<file path="config.mk">
export PLATFORM = sky130hd
export DESIGN_NAME = mult_dot_accum_flat
export DESIGN_NICKNAME = d
export VERILOG_FILES = /design/src/rtl/mult_pkg.sv /design/src/rtl/mult_dot_accum_if.sv /design/src/rtl/mult_dot_accum_adder.sv /design/src/rtl/mult_dot_accum.sv /design/src/flat_wrapper.sv
export SDC_FILE = /design/constraint.sdc
export NUM_CORES = 1
export LEC_CHECK = 0
export BUFFER_PORTS_ARGS = -buffer_cell sky130_fd_sc_hd__buf_2
export CAP_MARGIN = 20
export CORE_MARGIN = 4
export CORE_UTILIZATION = 57
export CTS_CLUSTER_DIAMETER = 150
export DETAILED_ROUTE_END_ITERATION = 7
export PLACE_DENSITY = 0.79
export SETUP_SLACK_MARGIN = 0.02
export SYNTH_ARGS = -nofsm -noshare
export SYNTH_HDL_FRONTEND = slang
export SYNTH_SLANG_ARGS = --single-unit
</file>
<file path="constraint.sdc">
create_clock -name clk -period 2.6 [get_ports clk]
set_input_delay 0.65 -clock clk [delete_from_list [all_inputs] [get_ports clk]]
set_output_delay 0.65 -clock clk [all_outputs]
set_load 0.01 [all_outputs]
</file>
<file path="src/rtl/mult_pkg.sv">
// Shared constants and state encoding for the multiplier and its downstream
// dot-product accumulator.
package mult_pkg;

    localparam int MULT_OP_W  = 8;
    localparam int MULT_RES_W = 16;

    typedef enum logic [1:0] {
        ACC_IDLE = 2'd0,
        ACC_RUN  = 2'd1,
        ACC_HOLD = 2'd2
    } acc_state_t;

endpackage

</file>
<file path="src/rtl/mult_dot_accum_if.sv">
// Product-in / sum-out bundle for mult_dot_accum.
// The producer side (multiplier plus downstream consumer) uses the master modport.
interface mult_dot_accum_if
    import mult_pkg::*;
#(
    parameter int IN_W  = MULT_RES_W,
    parameter int ACC_W = 20
) ();

    logic             prod_valid;
    logic [IN_W-1:0]  prod;
    logic             clr;
    logic             sum_valid;
    logic [ACC_W-1:0] sum;
    logic             sum_ready;
    logic             busy;
    logic             ovf;

    modport master (
        output prod_valid, prod, clr, sum_ready,
        input  sum_valid, sum, busy, ovf
    );

    modport slave (
        input  prod_valid, prod, clr, sum_ready,
        output sum_valid, sum, busy, ovf
    );

endinterface

</file>
<file path="src/rtl/mult_dot_accum_adder.sv">
// Combinational accumulator adder: zero-extends the product and returns
// {carry, sum} so wrap detection lives in one place.
module mult_acc_adder #(
    parameter int IN_W  = 16,
    parameter int ACC_W = 20
) (
    input  logic [ACC_W-1:0] a,
    input  logic [IN_W-1:0]  b,
    output logic [ACC_W:0]   res
);

    assign res = {1'b0, a} + (ACC_W + 1)'(b);

endmodule

</file>
<file path="src/rtl/mult_dot_accum.sv">
// Sums N_TERMS consecutive valid products and presents the result on a
// valid/ready handshake, with a sticky wrap/drop error flag.
module mult_dot_accum
    import mult_pkg::*;
#(
    parameter int IN_W    = MULT_RES_W,
    parameter int N_TERMS = 4,
    parameter int ACC_W   = 20,
    parameter int CNT_W   = 8
) (
    input  logic              clk,
    input  logic              rst,
    mult_dot_accum_if.slave   bus
);

    localparam logic [CNT_W-1:0] LAST_CNT = CNT_W'(N_TERMS - 1);

    acc_state_t       state_reg;
    logic [ACC_W-1:0] acc_reg;
    logic [CNT_W-1:0] cnt_reg;
    logic [ACC_W-1:0] sum_reg;
    logic             sum_valid_reg;
    logic             busy_reg;
    logic             ovf_reg;

    logic [ACC_W:0]   add_next;
    logic [ACC_W-1:0] add_sum_next;
    logic             add_carry_next;

    // One adder serves both the running accumulate and the closing term.
    mult_acc_adder #(
        .IN_W  (IN_W),
        .ACC_W (ACC_W)
    ) u_adder (
        .a   (acc_reg),
        .b   (bus.prod),
        .res (add_next)
    );

    assign add_sum_next   = add_next[ACC_W-1:0];
    assign add_carry_next = add_next[ACC_W];

    always_ff @(posedge clk) begin
        if (rst) begin
            state_reg     <= ACC_IDLE;
            acc_reg       <= '0;
            cnt_reg       <= '0;
            sum_reg       <= '0;
            sum_valid_reg <= 1'b0;
            busy_reg      <= 1'b0;
            ovf_reg       <= 1'b0;
        end else if (bus.clr) begin
            // Abort: a coincident product is discarded silently, ovf untouched.
            state_reg     <= ACC_IDLE;
            acc_reg       <= '0;
            cnt_reg       <= '0;
            sum_valid_reg <= 1'b0;
            busy_reg      <= 1'b0;
        end else begin
            case (state_reg)
                ACC_IDLE: begin
                    if (bus.prod_valid) begin
                        acc_reg   <= ACC_W'(bus.prod);
                        cnt_reg   <= CNT_W'(1);
                        state_reg <= ACC_RUN;
                        busy_reg  <= 1'b1;
                    end
                end
                ACC_RUN: begin
                    if (bus.prod_valid) begin
                        ovf_reg <= ovf_reg | add_carry_next;
                        if (cnt_reg == LAST_CNT) begin
                            sum_reg       <= add_sum_next;
                            sum_valid_reg <= 1'b1;
                            acc_reg       <= '0;
                            cnt_reg       <= '0;
                            state_reg     <= ACC_HOLD;
                            busy_reg      <= 1'b0;
                        end else begin
                            acc_reg <= add_sum_next;
                            cnt_reg <= cnt_reg + CNT_W'(1);
                        end
                    end
                end
                ACC_HOLD: begin
                    if (bus.sum_ready) begin
                        sum_valid_reg <= 1'b0;
                        // Accepting a product on the handshake cycle avoids a bubble.
                        if (bus.prod_valid) begin
                            acc_reg   <= ACC_W'(bus.prod);
                            cnt_reg   <= CNT_W'(1);
                            state_reg <= ACC_RUN;
                            busy_reg  <= 1'b1;
                        end else begin
                            state_reg <= ACC_IDLE;
                        end
                    end else if (bus.prod_valid) begin
                        ovf_reg <= 1'b1;
                    end
                end
                default: begin
                    state_reg     <= ACC_IDLE;
                    acc_reg       <= '0;
                    cnt_reg       <= '0;
                    sum_valid_reg <= 1'b0;
                    busy_reg      <= 1'b0;
                end
            endcase
        end
    end

    assign bus.sum       = sum_reg;
    assign bus.sum_valid = sum_valid_reg;
    assign bus.busy      = busy_reg;
    assign bus.ovf       = ovf_reg;

endmodule

</file>
<file path="src/flat_wrapper.sv">
// flat-port wrapper written by rule: the top's interface ports become plain ports
module mult_dot_accum_flat import mult_pkg::*;
#(
    parameter int IN_W    = MULT_RES_W,
    parameter int N_TERMS = 4,
    parameter int ACC_W   = 20,
    parameter int CNT_W   = 8
)
  (clk, rst, bus_prod_valid, bus_prod, bus_clr, bus_sum_ready, bus_sum_valid, bus_sum, bus_busy, bus_ovf);
  mult_dot_accum_if #(.IN_W(IN_W), .ACC_W(ACC_W)) bus_i ();
  input  logic clk;
  input  logic rst;
  input wire logic [$bits(bus_i.prod_valid)-1:0] bus_prod_valid;
  input wire logic [$bits(bus_i.prod)-1:0] bus_prod;
  input wire logic [$bits(bus_i.clr)-1:0] bus_clr;
  input wire logic [$bits(bus_i.sum_ready)-1:0] bus_sum_ready;
  output wire logic [$bits(bus_i.sum_valid)-1:0] bus_sum_valid;
  output wire logic [$bits(bus_i.sum)-1:0] bus_sum;
  output wire logic [$bits(bus_i.busy)-1:0] bus_busy;
  output wire logic [$bits(bus_i.ovf)-1:0] bus_ovf;
  assign bus_i.prod_valid = bus_prod_valid;
  assign bus_i.prod = bus_prod;
  assign bus_i.clr = bus_clr;
  assign bus_i.sum_ready = bus_sum_ready;
  assign bus_sum_valid = bus_i.sum_valid;
  assign bus_sum = bus_i.sum;
  assign bus_busy = bus_i.busy;
  assign bus_ovf = bus_i.ovf;
  mult_dot_accum #(.IN_W(IN_W), .N_TERMS(N_TERMS), .ACC_W(ACC_W), .CNT_W(CNT_W)) u_core (.clk(clk), .rst(rst), .bus(bus_i));
endmodule
</file>
==> summary.md, run 1 <==
| Metric | Value |
|---|---|
| Status | `finished, final reports clean` |
| Max_slew headroom | `35.07%` |
| Max-cap violations | `0` |
| Critical Path Source Type | `primary input` |
| Met3 Use GR | `4.036%` |
| Min cycle time layout | `2.381 ns` |
| Cell row count | `25` |
| Pin count of the biggest net entering global routing | `23` |
| DRT Pass-1 Iters | `5` |
| Cell accounting for the most synthesized area | `dfxtp_1` |
| Worst Setup Path Type | `primary input to register` |
| Core Box Area | `4880 µm²` |
| Commonest cells after routing, fill and taps aside | `dfxtp_1 (53), nor2_1 (47), buf_2 (43)` |
| P&R area growth vs syn | `17.09%` |
| Hold depth | `2` |
| Finished Layout Cells | `489` |
| Clock Skew | `0.004960 ns` |
| Fin Setup TNS | `0 ns` |
| Reg-to-Reg End | `u_core.bus.ovf` |
| Synth unique cells | `50` |
| Pre-CTS setup slack | `-0.1027 ns` |
| Crit path capture type | `register` |
| Final Hold Violating Endpoints | `0` |
| Vias in the first global route | `2712` |
| Number of synthesis warnings | `0` |
| Fmax | `420.0 MHz` |
| Synth Instances | `364` |
| Critical Path Source | `bus_prod[0]` |
| CTS Hold Bufs | `0` |
| Detailed-route via count | `2871` |
| CP most frequent cell | `a21oi_1` |
| Hold path endpoint | `u_core.bus.sum_valid` |
| CTS buffer count | `5` |
| Reg2Reg Depth | `9` |
| Initial antenna violation count | `0` |
| Seq cells post-synth | `53` |
| CTS tree | `done` |
| GR Util met1 | `32.20%` |
| Final setup violation count | `0` |
| Number of port buffers | `43` |
| H-tree depth | `2` |
| Worst R2R Setup Slack | `0.36 ns` |
| PwrDens | `478.8 nW/µm²` |
| Post-route ant nets | `0` |
| Fraction of layout cells with a size suffix above 1 | `19.19%` |
| Global route overflow | `0` |
| Final Cycle Share | `91.57%` |
| Post-route setup slack | `0.2191 ns` |
| Full die area | `6420 µm²` |
| Post-synthesis sequential area ratio | `35.78%` |
| Lkg Pwr | `1.461 nW` |
| Gr busiest metal | `met2` |
| Slew Viols, Final | `0` |
| Async S/R FF share, synth | `0%` |
| Ant. Diodes | `0` |
| Fin Hold WS | `0.4612 ns` |
| Vias/cell | `5.871` |
| Final layout net count | `460` |
| Min-Delay Path Class | `register to register` |
| RSZ-0062 raised after global routing | `yes` |
| Slowest Stage Delay on Critical Path | `0.41 ns` |
| Fin util | `71.15%` |
| Die height | `80.13 µm` |
| Initial Util | `60.77%` |
| Commonest non-fill, non-tap cell in the layout | `dfxtp_1` |
| Placed cells | `481` |
| GR Util met2 | `40.48%` |
| GRT Total Usage | `24.40%` |
| Remaining DRCs | `0` |
| CTS clk-pin slew, worst paths | `0.09 ns` |
| Syn_area_per_cell | `8.147 µm²` |
| 1st-iter DRT viols | `205` |
| Post-synth EDFFs | `0` |
| Mapped cell area | `2965 µm²` |
| WP data required | `2.79 ns` |
| Max VDD drop | `0.2403 mV` |
| Gpl congestion | `0.8825` |
| Longest Clk Path Bufs | `2` |
| Skew-Pair Late Insertion Delay | `0.31 ns` |
| WL final | `7409 µm` |
| Hold path start | `u_core.bus.sum_valid` |
| First-pass GRT wire length | `12490 µm` |
| Crit Path Max Fanout | `4` |
| DP HPWL | `5487 µm` |
| Ys flop type | `dfxtp_1` |
| Mapped Nets | `403` |
| Die Span X | `80.13 µm` |
| Slew @ Worst Pin | `0.9703 ns` |
| Top Ports | `44` |
| Filler Cell Count | `413` |
| Crit-path cells | `buf_2 > ha_1 > fa_1 > a21oi_1 > nand4b_1 > a21oi_1 > o21ai_0 > a21oi_1 > a311oi_1 > nor3_1` |
| Synth top area cells | `dfxtp_1 (36%), ha_1 (7.2%), nor2_1 (5.9%)` |
| Root Buffer | `clkbuf_8` |
| Top-area cell type share of the netlist area | `35.78%` |
| CTS sink cnt | `53` |
| Crit path arrival time | `2.57 ns` |
| Critical Path Slowest Stage Cell | `fa_1` |
| Average wire per standard cell | `15.15 µm` |
| RR Startpoint | `u_core.acc_reg[0]` |
power breakdown:
part	switching, W	leakage [nW]	internal [W]
combinational	0.000141	0.974	0.000101
sequential	0.0000109	0.429	0.000823
clock	0.000272	0.0585	0.000314
total	0.000424	1.46	0.00124
metrics by stage:
step	instance area (µm²)	total power, W
after floorplan	2965	0.001007
after global placement	3356	0.001084
after detailed placement	3356	0.001088
after CTS	3472	0.001670
after global routing	3472	0.001733
final	3472	0.001662
how the worst max path moves through the flow:
stage,to,slack [ns],cells after the start
2_1_floorplan,u_core.bus.sum[12],0.12,9
3_3_place_gp,u_core.bus.ovf,-0.08,10
3_5_place_dp,u_core.bus.ovf,-0.10,10
4_1_cts,u_core.bus.ovf,0.23,10
5_1_grt,u_core.bus.sum[18],0.01,10
6_report,u_core.bus.ovf,0.22,10
worst max-delay path: cells and delay by family:
family / cells / cell delay, ns
AO/OA/AOI/OAI: 5 / 0.97
buffers and inverters: 1 / 0.10
adder cells (fa/ha/maj): 2 / 0.63
AND/OR/NAND/NOR: 2 / 0.23
cells by family (layout without fill, tap and decap cells):
group           Yosys count  in the layout  share of synthesized area (%)
mux                       1              1                         0.3376
xor+xnor                 23             23                          6.793
buf+inv                  20             78                          2.869
compound gates          117            117                          24.85
flops                    53             53                          35.78
fa+ha+maj                18             18                          7.848
simple gates            132            132                          21.52
timing repair:
item                                    4_1_cts  5_1_grt
setup buffers                                 0        0
endpoints found under the hold margin         0        0
gates resized for setup                       0        0
endpoints found under the setup margin        0        1
routing by layer:
layer	vias up	part of all wire, %
li1	1425	-
met1	1341	45
met2	95	47
met3	10	6.9
met4	0	1.2
met5	-	0
layout make-up:
cell class / count / area [µm²] / area share (%)
clock inverters: 1 / 30.03 / 0.8649
flip-flops and latches: 53 / 1061 / 30.56
repair buffers: 63 / 365.4 / 10.52
clock buffers: 7 / 86.33 / 2.486
multi-input cells: 291 / 1819 / 52.40
inverters: 7 / 26.28 / 0.7568
well taps: 67 / 83.83 / 2.414
synthesized netlist by cell type (all sizes together), types with 2 or more instances:
master	count
nor2	47
ha	17
nor2b	4
nand3	11
a21oi	33
and2	2
o31a	2
o22ai	4
xor2	12
inv	7
o21a	2
nand3b	4
and3	4
a21boi	3
o21ai	31
xnor2	11
clkbuf	11
nand2	35
dfxtp	53
a311oi	2
or2	2
buf	2
a211oi	9
a21o	5
or3	3
nor3	6
a22oi	14
a32o	2
nand4	5
nand2b	6
a31oi	4
Note: power is estimated with default switching activity, not from simulation.
==> run 2: changes to the inputs <==
--- a/config.mk
+++ b/config.mk
@@ -5,13 +5,13 @@
 export SDC_FILE = /design/constraint.sdc
 export NUM_CORES = 1
 export LEC_CHECK = 0
-export BUFFER_PORTS_ARGS = -buffer_cell sky130_fd_sc_hd__buf_2
 export CAP_MARGIN = 20
 export CORE_MARGIN = 4
-export CORE_UTILIZATION = 57
+export CORE_UTILIZATION = 63
 export CTS_CLUSTER_DIAMETER = 150
 export DETAILED_ROUTE_END_ITERATION = 7
-export PLACE_DENSITY = 0.79
+export DONT_BUFFER_PORTS = 1
+export PLACE_DENSITY = 0.78
 export SETUP_SLACK_MARGIN = 0.02
 export SYNTH_ARGS = -nofsm -noshare
 export SYNTH_HDL_FRONTEND = slang
==> summary.md, run 2 (synthesized netlist as in run 1, its figures left out) <==
| Metric | Value |
|---|---|
| Comb power frac | `12.6%` |
| Fin Setup TNS | `0 ns` |
| GRT Total Usage | `24.73%` |
| Reg2Reg Depth | `9` |
| Vias/cell | `6.073` |
| Ant. Diodes | `0` |
| Pin count of the biggest net entering global routing | `25` |
| First-pass GRT wire length | `11920 µm` |
| Skew-Pair Late Insertion Delay | `0.31 ns` |
| Final layout net count | `409` |
| Status | `finished, final reports clean` |
| Average wire per standard cell | `16.53 µm` |
| Fraction of layout cells with a size suffix above 1 | `8.086%` |
| Max VDD drop | `0.4098 mV` |
| Number of port buffers | `0` |
| Lkg Pwr | `1.214 nW` |
| Vias in the first global route | `2528` |
| Detailed-route via count | `2569` |
| P&R area growth vs syn | `7.004%` |
| Crit path arrival time | `2.49 ns` |
| Critical Path Source | `bus_prod[0]` |
| Final Cycle Share | `87.83%` |
| Crit Path Max Fanout | `4` |
| PostCTS Resize Cnt | `0` |
| Final Hold Violating Endpoints | `0` |
| Die Span X | `76.61 µm` |
| Pint | `0.001194 W` |
| Root Buffer | `clkbuf_8` |
| Clock Skew | `0.01005 ns` |
| Min-Delay Path Class | `primary input to register` |
| Remaining DRCs | `0` |
| Sw frac | `25.33%` |
| CTS clk-pin slew, worst paths | `0.10 ns` |
| Fin Hold WS | `0.3890 ns` |
| Critical Path Source Type | `primary input` |
| Top Ports | `44` |
| Cell row count | `24` |
| WP data required | `2.81 ns` |
| Initial Util | `66.72%` |
| H-tree depth | `2` |
| Hold depth | `1` |
| Core Box Area | `4444 µm²` |
| Final setup violation count | `0` |
| DRT Pass-1 Iters | `4` |
| DP HPWL | `5276 µm` |
| CTS tree | `done` |
| CTS Hold Bufs | `0` |
| Fin util | `71.40%` |
| RSZ-0062 raised after global routing | `no` |
| Max_slew headroom | `57.71%` |
| Worst Setup Path Type | `primary input to register` |
| Slew Viols, Final | `0` |
| Commonest non-fill, non-tap cell in the layout | `dfxtp_1` |
| Commonest cells after routing, fill and taps aside | `dfxtp_1 (53), nor2_1 (47), nand2_1 (35)` |
| PwrDens | `503.8 nW/µm²` |
| Longest Clk Path Bufs | `2` |
| Sw power | `0.0004049 W` |
| RR Startpoint | `u_core.acc_reg[0]` |
| Hold path start | `rst` |
| Max-cap violations | `0` |
| Full die area | `5868 µm²` |
| Initial antenna violation count | `0` |
| Fmax | `437.9 MHz` |
| Clk pwr share | `35.2%` |
| CTS buffer count | `5` |
| WL final | `6991 µm` |
| Post-route ant nets | `0` |
| # Post-CTS Setup Buffers | `0` |
| Min cycle time layout | `2.284 ns` |
| Global route overflow | `0` |
| Crit path capture type | `register` |
| Seq pwr share | `52.2%` |
| 1st-iter DRT viols | `152` |
| Gpl congestion | `0.8693` |
| Die height | `76.61 µm` |
| Slew @ Worst Pin | `0.6334 ns` |
| CTS sink cnt | `53` |
-- run 2: path summary, 6_finish.rpt --
check                            end  slack (ns)
hold / removal    u_core.bus.sum[12]        0.39
setup / recovery      u_core.bus.ovf        0.32
hold reg to reg    u_core.cnt_reg[1]        0.49
setup reg to reg      u_core.bus.ovf        0.34
-- run 2: metrics by stage --
| stage | total power [W] | instance area (µm²) | setup WS, ns | instances |
|---|---|---|---|---|
| 6_report | 0.001598 | 3173 | 0.3164 | 423 |
| 5_1_grt | 0.001673 | 3173 | 0.06661 | 423 |
| 4_1_cts | 0.001606 | 3173 | 0.3437 | 423 |
| 3_5_place_dp | 0.001050 | 3062 | 0.01283 | 415 |
| 3_3_place_gp | 0.001046 | 3062 | 0.02893 | 415 |
| 2_1_floorplan | 0.001007 | 2965 | 0.1245 | 364 |
-- run 2: worst max-delay path, stage by stage --
cell and delay, ns:
ha_1 0.21, fa_1 0.39, a21oi_1 0.20, nand4b_1 0.16, a21oi_1 0.09, o21ai_0 0.25
a21oi_1 0.18, a311oi_1 0.28, nor3_1 0.08
-- run 2: area by class of cell --
cell class | instances | area (µm²)
clock buffers | 6 | 72.57
well taps | 52 | 65.06
flip-flops and latches | 53 | 1061
repair buffers | 12 | 90.09
clock inverters | 2 | 38.79
multi-input cells | 291 | 1819
inverters | 7 | 26.28
fillers | 368 | 1271
-- run 2: power groups by stage --
stage | registers, W | clock network, W | logic [W]
after floorplan | 0.000848 | 0 | 0.000160
after global placement | 0.000852 | 0 | 0.000194
after detailed placement | 0.000853 | 0 | 0.000197
after CTS | 0.000834 | 0.000573 | 0.000199
after global routing | 0.000836 | 0.000611 | 0.000226
final | 0.000835 | 0.000562 | 0.000202
-- run 2: per-layer routing --
| metal | GRT usage, % | wire (µm) |
|---|---|---|
| met5 | 0 | 0 |
| met4 | 5.797 | 71 |
| met3 | 7.801 | 512 |
| met2 | 40.60 | 3195 |
| met1 | 31.63 | 3212 |
==> run 3: changes to the inputs <==
--- a/config.mk
+++ b/config.mk
@@ -5,13 +5,13 @@
 export SDC_FILE = /design/constraint.sdc
 export NUM_CORES = 1
 export LEC_CHECK = 0
-export CAP_MARGIN = 20
+export ABC_AREA = 1
 export CORE_MARGIN = 4
-export CORE_UTILIZATION = 63
+export CORE_UTILIZATION = 64
 export CTS_CLUSTER_DIAMETER = 150
 export DETAILED_ROUTE_END_ITERATION = 7
 export DONT_BUFFER_PORTS = 1
-export PLACE_DENSITY = 0.78
+export PLACE_DENSITY = 0.79
 export SETUP_SLACK_MARGIN = 0.02
 export SYNTH_ARGS = -nofsm -noshare
 export SYNTH_HDL_FRONTEND = slang
==> summary.md, run 3 <==
| Metric | Value |
|---|---|
| Fin Setup TNS | `0 ns` |
| GR Util met2 | `46.39%` |
| Worst Setup Path Type | `primary input to register` |
| Synth cell count leaders | `nand2_1 (189), inv_1 (78), dfxtp_1 (53)` |
| DRT Pass-1 Iters | `4` |
| Mapped cell area | `3407 µm²` |
| Initial antenna violation count | `0` |
| PostCTS Resize Cnt | `0` |
| CTS tree | `done` |
| Gr busiest metal | `met2` |
| Die height | `80.96 µm` |
| Post-synth EDFFs | `0` |
| Fraction of layout cells with a size suffix above 1 | `4.638%` |
| Gpl congestion | `0.9518` |
| P&R area growth vs syn | `3.783%` |
| Slew Viols, Final | `0` |
| H-tree depth | `2` |
| DP HPWL | `6554 µm` |
| Root Buffer | `clkbuf_8` |
| Fmax | `487.0 MHz` |
| Synth top area cells | `dfxtp_1 (31%), nand2_1 (21%), inv_1 (8.6%)` |
| Number of port buffers | `0` |
| Max_slew headroom | `40.07%` |
| Cell accounting for the most synthesized area | `dfxtp_1` |
| Final setup violation count | `0` |
| Max-cap violations | `0` |
| Post-synthesis sequential area ratio | `31.14%` |
| Async S/R FF share, synth | `0%` |
| Mapped Nets | `579` |
| Final layout net count | `577` |
| Final Cycle Share | `78.98%` |
| Buf+Inv Stages, Crit Path | `1` |
| Detailed-route via count | `3382` |
| Syn_area_per_cell | `6.309 µm²` |
| Slew @ Worst Pin | `0.8979 ns` |
| RSZ-0062 raised after global routing | `no` |
| Worst R2R Setup Slack | `0.56 ns` |
| Status | `finished, final reports clean` |
| Min-Delay Path Class | `primary input to register` |
| Pre-CTS setup slack | `0.2432 ns` |
| Pin count of the biggest net entering global routing | `34` |
| Initial Util | `66.29%` |
| Post-route setup slack | `0.5466 ns` |
| Filler Cell Count | `496` |
| Core Box Area | `5140 µm²` |
| Post-route ant nets | `0` |
| Global route overflow | `0` |
| Full die area | `6555 µm²` |
| Commonest non-fill, non-tap cell in the layout | `nand2_1` |
| Area post-placement | `3440 µm²` |
| Die Span X | `80.96 µm` |
| Top-count cell post-synth | `nand2_1` |
| Max VDD drop | `0.3061 mV` |
| Cell class contributing the biggest share of worst-path delay | `simple AND/OR/NAND/NOR gates` |
| Min cycle time layout | `2.053 ns` |
| Final Hold Violating Endpoints | `0` |
| Hold path endpoint | `u_core.bus.ovf` |
| Clock Skew | `0.008237 ns` |
| GR Util met1 | `34.68%` |
| Commonest cells after routing, fill and taps aside | `nand2_1 (189), inv_1 (78), dfxtp_1 (53)` |
| CP most frequent cell | `nand2_1` |
| GRT Total Usage | `28.00%` |
| Remaining DRCs | `0` |
| Synth unique cells | `32` |
| Average wire per standard cell | `13.95 µm` |
| Footprint of the multi-input gates | `1943 µm²` |
| # Post-CTS Setup Buffers | `0` |
| Fin Hold WS | `0.3964 ns` |
| Vias/cell | `5.553` |
| Skew-Pair Late Insertion Delay | `0.31 ns` |
| Crit Path Max Fanout | `4` |
| Reg2Reg Depth | `14` |
| Vias in the first global route | `3188` |
| Longest Clk Path Bufs | `2` |
| RR Startpoint | `u_core.acc_reg[0]` |
| Crit path capture type | `register` |
| WP data required | `2.87 ns` |
| PwrDens | `449.5 nW/µm²` |
| CTS clk-pin slew, worst paths | `0.10 ns` |
| Lkg Pwr | `1.789 nW` |
| CTS sink cnt | `53` |
| Crit path arrival time | `2.32 ns` |
| First-pass GRT wire length | `14410 µm` |
| Register cell area after layout | `1061 µm²` |
| Critical Path Slowest Stage Cell | `fa_1` |
| Top Ports | `44` |
| WL final | `8497 µm` |
| Number of synthesis warnings | `0` |
| CTS Hold Bufs | `0` |
| Ys flop type | `dfxtp_1` |
| Reg-to-Reg End | `u_core.bus.sum[18]` |
| Post-route cell area | `3536 µm²` |
| 1st-iter DRT viols | `280` |
| Cell row count | `26` |
| Seq cells post-synth | `53` |
| Hold path start | `rst` |
| Crit-path cells | `ha_1 > fa_1 > nand2_1 > nand2_1 > nand3_1 > nand2_1 > nand2_1 > nand2_1 > nand2_1 > nand2_1 > nand2_1 > nand2_1 > a21o_1 > inv_1` |
| Hold depth | `1` |
| Met3 Use GR | `6.208%` |
| Critical Path Source Type | `primary input` |
| Top-area cell type share of the netlist area | `31.14%` |
| Synth Instances | `540` |
| CTS buffer count | `5` |
| Slowest Stage Delay on Critical Path | `0.41 ns` |
| Ant. Diodes | `0` |
==> run 3: cell types whose count changed after synthesis, moves of 8 or more <==
| cell | before | now |
|---|---|---|
| o21ai_0 | 30 | 18 |
| a21oi_1 | 32 | 41 |
| nand3_1 | 10 | 30 |
| a211oi_1 | 9 | 1 |
| a22oi_1 | 14 | 0 |
| xnor2_1 | 11 | 1 |
| o211ai_1 | 1 | 9 |
| nand2_1 | 35 | 189 |
| nor2_1 | 47 | 37 |
| inv_1 | 7 | 78 |
==> run 3: stage by stage <==
stage          instances  total power, W  utilization, %
2_1_floorplan        540        0.001046               -
3_3_place_gp         601        0.001099           66.92
3_5_place_dp         601        0.001101           66.92
4_1_cts              609        0.001593           68.79
5_1_grt              609        0.001662           68.79
6_report             609        0.001589           68.79
==> run 3: worst max-delay path by stage <==
| stage | startpoint | endpoint | cells after the start |
|---|---|---|---|
| 2_1_floorplan | bus_prod[0] | u_core.bus.ovf | 13 |
| 3_5_place_dp | bus_prod[0] | u_core.bus.sum[18] | 14 |
| 6_report | bus_prod[0] | u_core.bus.sum[18] | 14 |
| 5_1_grt | u_core.acc_reg[0] | u_core.acc_reg[8] | 12 |
| 4_1_cts | bus_prod[0] | u_core.bus.sum[18] | 14 |
| 3_3_place_gp | bus_prod[0] | u_core.bus.sum[18] | 14 |
==> run 3: area by class of cell <==
| class | instances | area share, % |
|---|---|---|
| Clock buffer | 6 | 2.335 |
| Clock inverter | 2 | 0.3892 |
| Inverter | 80 | 8.563 |
| Multi-Input combinational cell | 392 | 54.95 |
| Sequential cell | 53 | 30.01 |
| Tap cell | 70 | 2.477 |
| Timing Repair Buffer | 6 | 1.274 |
==> run 3: metal layers <==
metal / part of all wire, % / routed length, µm
met1: 43 / 3626
met2: 45 / 3842
met3: 8.0 / 682
met5: 0 / 0
met4: 4.1 / 345
==> run 3: kinds of logic after synthesis <==
group,count (synthesis),share of synthesized area (%)
xor+xnor,6,1.542
flops,53,31.14
buf+inv,95,11.83
simple gates,283,34.41
fa+ha+maj,18,6.831
compound gates,85,14.25
==> run 3: power by group <==
part | internal (W) | leakage [nW] | switching, W
sequential | 0.000823 | 0.429 | 0.00000973
combinational | 0.0000837 | 1.31 | 0.000169
clock | 0.000217 | 0.0512 | 0.000287
total | 0.00112 | 1.79 | 0.000466
